## src/rtl/instr_prefetch.sv

```systemverilog
`default_nettype none
// ============================================================================
//  Module      : instr_prefetch
//  Description : Sequential instruction prefetcher in front of a one-cycle
//                latency flash. Issues word-aligned reads under a credit
//                rule, buffers {pc, data} in a small FIFO and hands words to
//                decode over valid/ready. A redirect flushes buffered and
//                in-flight fetches and restarts at a new PC.
//                Optional macro PREFETCH_BYPASS_EN forwards a flash response
//                straight to decode when the FIFO is empty.
//  Revision    : 1.0 - initial release
// ============================================================================
module instr_prefetch #(
    parameter int          DEPTH    = 4,
    parameter logic [31:0] RESET_PC = 32'h0000_0000
) (
    input  logic        clk,
    input  logic        rst,
    output logic [31:0] flash_addr,
    output logic        flash_lenable,
    input  logic [31:0] flash_ldata,
    input  logic        redirect_valid,
    input  logic [31:0] redirect_pc,
    output logic        instr_valid,
    output logic [31:0] instr_data,
    output logic [31:0] instr_pc,
    input  logic        instr_ready
);

    localparam int c_ptr_w = $clog2(DEPTH);
    localparam int c_cnt_w = c_ptr_w + 1;

    localparam logic [c_ptr_w-1:0] c_ptr_one  = c_ptr_w'(1);
    localparam logic [c_cnt_w-1:0] c_cnt_one  = c_cnt_w'(1);
    localparam logic [c_cnt_w:0]   c_depth_ext = (c_cnt_w + 1)'(DEPTH);

    logic [31:0]        r_fetch_pc;
    logic               r_inflight;
    logic [31:0]        r_inflight_pc;
    logic [31:0]        r_pc_mem   [DEPTH];
    logic [31:0]        r_data_mem [DEPTH];
    logic [c_ptr_w-1:0] r_rd_ptr;
    logic [c_ptr_w-1:0] r_wr_ptr;
    logic [c_cnt_w-1:0] r_count;

    logic               w_fifo_nonempty;
    logic               w_resp;
    logic               w_push;
    logic               w_pop;
    logic               w_fifo_pop;
    logic [c_cnt_w:0]   w_occ;
    logic               w_issue;
`ifdef PREFETCH_BYPASS_EN
    logic               w_bypass;
`endif

    // The low two redirect bits are defined as ignored; fold them away here.
    logic w_unused_redirect_lsbs;
    assign w_unused_redirect_lsbs = ^redirect_pc[1:0];

    // Decode-side view, push/pop decisions and the issue credit check.
    always_comb begin
        w_fifo_nonempty = (r_count != '0);
        // A response landing in a redirect cycle belongs to the old stream.
        w_resp          = r_inflight && !redirect_valid;
`ifdef PREFETCH_BYPASS_EN
        w_bypass        = !w_fifo_nonempty && w_resp;
        instr_valid     = rst && (w_fifo_nonempty || w_resp);
        instr_data      = w_bypass ? flash_ldata   : r_data_mem[r_rd_ptr];
        instr_pc        = w_bypass ? r_inflight_pc : r_pc_mem[r_rd_ptr];
        // A bypassed word that decode takes immediately never enters the FIFO.
        w_push          = rst && w_resp && !(w_bypass && instr_ready);
`else
        instr_valid     = rst && w_fifo_nonempty;
        instr_data      = r_data_mem[r_rd_ptr];
        instr_pc        = r_pc_mem[r_rd_ptr];
        w_push          = rst && w_resp;
`endif
        w_pop           = instr_valid && instr_ready;
        w_fifo_pop      = w_pop && w_fifo_nonempty;
        // Slots committed at the end of this cycle if nothing new is issued;
        // issuing only while this is below DEPTH means a push never overflows.
        w_occ           = {1'b0, r_count}
                        + (c_cnt_w + 1)'(r_inflight)
                        - (c_cnt_w + 1)'(w_pop);
        w_issue         = rst && !redirect_valid && (w_occ < c_depth_ext);
        flash_lenable   = w_issue;
        flash_addr      = r_fetch_pc;
    end

    // Fetch pointer, in-flight tracking and FIFO bookkeeping.
    always_ff @(posedge clk) begin
        if (!rst) begin
            r_fetch_pc    <= RESET_PC;
            r_inflight    <= 1'b0;
            r_inflight_pc <= RESET_PC;
            r_rd_ptr      <= '0;
            r_wr_ptr      <= '0;
            r_count       <= '0;
        end else if (redirect_valid) begin
            // Any word popped this cycle is already decode's; the rest is stale.
            r_fetch_pc <= {redirect_pc[31:2], 2'b00};
            r_inflight <= 1'b0;
            r_rd_ptr   <= '0;
            r_wr_ptr   <= '0;
            r_count    <= '0;
        end else begin
            r_inflight <= w_issue;
            if (w_issue) begin
                r_inflight_pc <= r_fetch_pc;
                r_fetch_pc    <= r_fetch_pc + 32'd4;
            end
            if (w_push) begin
                r_wr_ptr <= r_wr_ptr + c_ptr_one;
            end
            if (w_fifo_pop) begin
                r_rd_ptr <= r_rd_ptr + c_ptr_one;
            end
            case ({w_push, w_fifo_pop})
                2'b10:   r_count <= r_count + c_cnt_one;
                2'b01:   r_count <= r_count - c_cnt_one;
                default: r_count <= r_count;
            endcase
        end
    end

    // FIFO storage; contents are qualified by the count, so no reset needed.
    always_ff @(posedge clk) begin
        if (w_push) begin
            r_pc_mem[r_wr_ptr]   <= r_inflight_pc;
            r_data_mem[r_wr_ptr] <= flash_ldata;
        end
    end

endmodule
`default_nettype wire

```

## config.mk

```make
export PLATFORM = sky130hd
export DESIGN_NAME = instr_prefetch
export DESIGN_NICKNAME = d
export VERILOG_FILES = /design/src/rtl/instr_prefetch.sv
export SDC_FILE = /design/constraint.sdc
export NUM_CORES = 1
export LEC_CHECK = 0
export ABC_AREA = 1
export BUFFER_PORTS_ARGS = -buffer_cell sky130_fd_sc_hd__buf_2
export CORE_MARGIN = 2
export CORE_UTILIZATION = 30
export DETAILED_ROUTE_END_ITERATION = 6
export GPL_ROUTABILITY_DRIVEN = 0
export PLACE_DENSITY = 0.44
export SLEW_MARGIN = 15
export SYNTH_ARGS = -nofsm -noshare
export SYNTH_HDL_FRONTEND = slang
export SYNTH_SLANG_ARGS = --single-unit
```

## constraint.sdc

```tcl
create_clock -name clk -period 6.78 [get_ports clk]
set_input_delay 0.678 -clock clk [delete_from_list [all_inputs] [get_ports clk]]
set_output_delay 0.678 -clock clk [all_outputs]
set_load 0.02 [all_outputs]
```

==> results of run 1 <==
==> placed cells by master, fill, tap and decap left out, drive strengths merged, types with 48 or more instances in the layout <==
| cell type | netlist | final |
|---|---|---|
| buf | 20 | 169 |
| nor2 | 183 | 183 |
| dfxtp | 70 | 70 |
| o21ai | 173 | 173 |
| o22ai | 62 | 62 |
| inv | 69 | 70 |
| edfxtp | 248 | 248 |
| clkbuf | 49 | 48 |
| a21oi | 64 | 64 |
| nand3 | 58 | 58 |
| nand2 | 178 | 178 |
==> synth_stat cells, types with 2 or more instances <==
cell,instances
dfxtp_1,70
nand2_2,7
a21boi_0,2
o21ai_0,161
buf_6,5
clkbuf_1,48
o22ai_1,62
buf_4,6
inv_1,65
edfxtp_1,248
nand3_1,57
a22oi_1,6
o21ai_1,12
nor2_1,177
buf_2,9
a21oi_2,10
inv_2,4
a21oi_1,54
nand4_1,3
nand2_1,170
ha_1,9
nor2_4,4
==> cell families after synthesis <==
group / after synthesis / synth area share
buf+inv: 140 / 0.0459
simple gates: 424 / 0.135
fa+ha+maj: 10 / 0.0102
xor+xnor: 2 / 0.00134
flops: 318 / 0.678
other cells: 1 / 0.000287
compound gates: 309 / 0.129
==> report_power, final <==
part | internal (uW) | total, uW | switching (uW)
clock | 1140 | 1930 | 785
sequential | 2140 | 2180 | 45.2
combinational | 60.4 | 190 | 129
total | 3340 | 4300 | 960
==> worst min-delay path by stage <==
stage / start / end / slack [ns] / depth (start not counted)
floorplan: r_count[0] / r_count[0] / 0.42 / 1
global placement: r_count[0] / r_count[0] / 0.44 / 1
detailed placement: r_count[0] / r_count[0] / 0.44 / 1
CTS: flash_ldata[18] / r_data_mem[1][18] / 0.32 / 1
global route: flash_ldata[23] / r_data_mem[2][23] / 0.33 / 1
finish: flash_ldata[18] / r_data_mem[3][18] / 0.36 / 1
==> sequential cells by signal, indices dropped and copies added (netlist names), named ones only <==
| signal | flops |
|---|---|
| r_wr_ptr | 2 |
| r_count | 3 |
| r_inflight_pc | 30 |
| r_data_mem | 128 |
| r_pc_mem | 120 |
| flash_addr | 30 |
| r_inflight | 1 |
| r_rd_ptr | 2 |
==> per-stage QoR <==
| stage | area, sq um | power (uW) | worst slack (ns) |
|---|---|---|---|
| floorplan | 13100 | 2330 | 2.58 |
| global placement | 14400 | 2410 | 2.39 |
| detailed placement | 14400 | 2420 | 2.38 |
| CTS | 15500 | 4370 | 2.35 |
| global route | 15500 | 4470 | 2.17 |
| finish | 15500 | 4300 | 2.51 |
==> metal layers <==
metal,routed length [um],part of all wire,vias to the layer above
met2,15700,0.45,217
met1,16300,0.47,4349
li1,-,-,4523
met3,1800,0.052,51
met5,0,0,-
met4,842,0.024,0
==> cell type report <==
class | instances | area [sq um]
multi-input combinational | 749 | 3640
clock inverter | 19 | 151
clock buffer | 48 | 1020
timing repair buffer | 169 | 871
sequential | 318 | 8850
tap | 585 | 732
inverter | 71 | 269
fill | 4360 | 27400
==> run metrics, run 1 <==
status=finished clean; Top Ports=about 170; GR Util met2=0.246; syn avg cell area=about 11 sq um; max-capacitance violation count=0; busiest layer in global routing=met2; worst r2r src=r_count[2]; largest net degree at the start of global routing=85; CP Depth=6; DPL Wire Length=~21 mm; die area=about 0.045 sq mm; Worst Clk Skew=roughly 0.011 ns; Arr. time, crit path=3.59 ns; r2r setup slk=3.79 ns; Post-DRT Antenna Nets=0; aggregate global routing overflow=0; worst rel slew slack=0.362; core footprint=0.0430 sq mm; Ys Warns=0; Site Rows=76; Buf+Inv Stages, Crit Path=4; layout cell share with drive strength beyond 1=0.187; CTS tree=built; initial core utilization=0.303; Vias=about 9000; CP dominant cell by count=buf_4; CP required=6.10 ns; Vias/cell=around 4.7; Buffers on Ports=between 150 and 200; H-tree depth=2; Setup-failing EPs final=0; first-pass GRT wire length=52.4 mm; Pre-Repair DR Iteration Count=5; Syn-to-layout area delta=19.1%; Reg2Reg Capture Point=flash_addr[23]; die width=213 um; Max Root-Sink Buffers=3; vias in the first global route=between 8000 and 9000; M3 GR Usage=0.0273; die height=213 um; initial antenna violation count=0; Hold Path Class=input port to register; synth unique cells=37; Max stage delay on crit path=between 0.9 and 1 ns; worst hold slack=~0.36 ns; startpoint types=register; Worst Setup End Kind=primary output; Largest delay share family, worst path=buffers and inverters; nets=between 1000 and 1500; Most used DFF post-synth=edfxtp_1; synthesized area=around 0.013 sq mm; Max FO, Critical Path=between 60 and 70; drt total wl=approximately 35 mm; peak supply drop=between 0.1 and 0.15 mV; Setup TNS=0 ns; Critical Path End=instr_pc[24]; top-area cell type share of the netlist area=0.571; setup bufs post-CTS=0; root buffer cell=clkbuf_16; Final period util=0.629; Post-Place Cells=between 1500 and 2000; CTS resizes=0; Layout Utilization=0.361; fin cells=1959; DRC viols=0; Synth Register Bits=about 320; CP Class=register to primary output; DR iter-0 viols=between 500 and 600; met1 Use GR=0.210; Skew-Pair Late Insertion Delay=around 0.53 ns; TritonCTS buffer count=38; R2R cell count=17; Post-synth EDFFs=roughly 250; GRT Resource Usage Total=0.154; power per standard cell area=277 mW/mm^2; antenna cells=0; drt wl/cell=17.7 um; CP Cell Sequence=buf_4 > clkinv_1 > buf_4 > o21ai_0 > o22ai_1 > buf_2; Hold Vio Cnt, Final=0; Synth area leader=edfxtp_1; Max Transition Viols Final=0; Cells after Synth=~1200; f_max=234 MHz; number of hold buffers added after CTS=0; synth top area cells=edfxtp_1 57%, dfxtp_1 11%, o21ai_0 6.2%; P_leak=~0.0057 uW; sequential fraction of the synthesis area=0.678; Tmin final=~4.3 ns; RSZ-0062 raised after global routing=no; ys async rst share=0; clk sinks=about 320; clock transition at the registers of the reported paths=about 0.060 ns; actual slew at the worst max-slew pin=~0.95 ns; critical path's slowest cell=clkinv_1
No activity file was read; power rests on OpenSTA's default activity.
==> run 2: changes to the inputs <==
==> constraint.sdc (replaced) <==
create_clock -name clk -period 4 [get_ports clk]
set_input_delay 0.4 -clock clk [delete_from_list [all_inputs] [get_ports clk]]
set_output_delay 0.4 -clock clk [all_outputs]
set_load 0.02 [all_outputs]
==> run 2 against run 1 <==
Compared with the run above:
- combinational power up 73%
- routed wire length decreased by 1.8%
- largest power group unchanged
- power grew 69%
- critical endpoint is now flash_lenable
- clock skew rose by 0.0029 ns
==> run metrics, run 2 (synthesis results as in run 1) <==
commonest non-fill, non-tap cells in the layout=248 x edfxtp_1, 173 x nor2_1, 170 x nand2_1; Biggest register=r_data_mem; Tmin final=3.42 ns; power per standard cell area=approximately 470 mW/mm^2; Hold Path End=r_data_mem[3][25]; Top Ports=~170; post-layout power=roughly 7300 uW; status=finished clean; Setup-failing EPs final=0; setup bufs post-CTS=0; actual slew at the worst max-slew pin=around 0.8 ns; root buffer cell=clkbuf_16; met3 wire len=~2.0 mm; met2 wire length=15.3 mm; f_max=about 290 MHz; DRC viols=0; Final period util=0.856; placed cell areas=0.0145 sq mm; Regs by FF count=r_data_mem x128, r_pc_mem x120; commonest non-fill, non-tap cell in the layout=edfxtp_1; CTS tree=built; max layer used=met5; H-tree depth=2; nets=about 1400; Hold Path Class=input port to register; r2r setup slk=between 1 and 1.5 ns; layout cell share with drive strength beyond 1=0.190; clk sinks=between 300 and 400; fill cell count=~4400; Largest register FFs=about 130; Max Transition Viols Final=0; die height=around 210 um; vias in the first global route=roughly 8800; CP Class=register to primary output; Syn-to-layout area delta=20.1%; aggregate global routing overflow=0; P_leak=0.00574 uW; max-capacitance violation count=0; Hold Crit Depth=1; TritonCTS buffer count=37; Vias/cell=between 4 and 5; worst rel slew slack=0.465; Buffers on Ports=159; area of the multi-input gates=roughly 0.0036 sq mm; R2R cell count=17; DR iter-0 viols=slightly below 600; Worst Hold Launch=flash_ldata[25]; CTS resizes=0; peak supply drop=roughly 0.25 mV; Hold Vio Cnt, Final=0; number of hold buffers added after CTS=0; worst r2r src=r_count[1]; Worst Clk Skew=between 0.01 and 0.015 ns; register area=slightly below 0.009 sq mm; Post-Place Cells=1900; GRT Resource Usage Total=0.152; initial antenna violation count=2; initial core utilization=0.303; startpoint types=register; drt total wl=between 30 and 40 mm; Worst Setup End Kind=primary output; Max FO, Critical Path=20; Max Root-Sink Buffers=3; RSZ-0062 raised after global routing=no; drt wl/cell=17.3 um; Pre-Repair DR Iteration Count=5; first-pass GRT wire length=between 50 and 60 mm; die area=around 0.045 sq mm; Arr. time, crit path=~3.0 ns; largest net degree at the start of global routing=67; clock transition at the registers of the reported paths=0.06 ns; Vias=9116; Reg2Reg Capture Point=flash_addr[13]; Setup TNS=0 ns; DPL Wire Length=~21 mm; Post-DRT Antenna Nets=0; Site Rows=between 70 and 80; CP required=between 3 and 4 ns; core footprint=0.0430 sq mm; Skew-Pair Late Insertion Delay=0.53 ns; M1 WL=approximately 16 mm; final non-filler cell area=0.0157 sq mm; fin cells=between 1500 and 2000; die width=213 um
[run 2: changes by cell type in the layout (fill, tap and decap cells not counted), sizes merged]
cell,change
clkbuf,-1
diode,+1
clkinv,+4
buf,+8
inv,-2
clkinvlp,-2
bufinv,+1
[run 2: worst max-delay path, cell delays in order (launching register included)]
cell     delay, ns
dfxtp_1       0.34
inv_1         0.09
a31oi_1       0.23
nand2_1       0.16
inv_1         0.09
ha_1          0.13
inv_1         0.04
ha_1          0.28
nand3_1       0.10
nand2_1       0.06
nand2_1       0.06
nand3_2       0.11
nor2_4        0.50
buf_2         0.29
[run 2: per-layer routing]
layer / global-route usage / up-vias
met5: 0 / -
met4: 0.0453 / 2
met3: 0.0329 / 43
met2: 0.239 / 252
met1: 0.210 / 4282
li1: - / 4537
[run 2: worst max path at each step]
stage                   startpoint          endpoint  slack, ns  cells after the start
global route            r_count[1]     flash_lenable       0.28                     13
floorplan           redirect_valid  r_data_mem[0][0]       0.08                      4
detailed placement             rst    flash_addr[13]       0.93                     18
finish                  r_count[1]     flash_lenable       0.58                     13
CTS                     r_count[1]     flash_lenable       0.52                     13
global placement               rst    flash_addr[13]       0.93                     18
[run 2: cell type report]
class                   instances  area share
inverters                      71      0.0172
multi-input cells             749       0.232
repair buffers                177      0.0634
clock buffers                  47      0.0642
flip-flops and latches        318       0.565
well taps                     585      0.0467
clock inverters                20      0.0106
diodes                          1    0.000160
[run 2: power by group]
part	switching, uW	internal, uW	total (uW)
clock network	1290	1970	3260
logic	220	108	328
registers	75.1	3630	3700
total	1580	5700	7290
[run 2: metrics by stage]
step                      utilization  worst slack (ns)  hold slack (ns)
after floorplan                     -            0.0774            0.422
after global placement          0.337             0.925            0.442
after detailed placement        0.337             0.930            0.439
after CTS                       0.364             0.516           0.0451
after global routing            0.364             0.280           0.0601
final                           0.364             0.577           0.0852
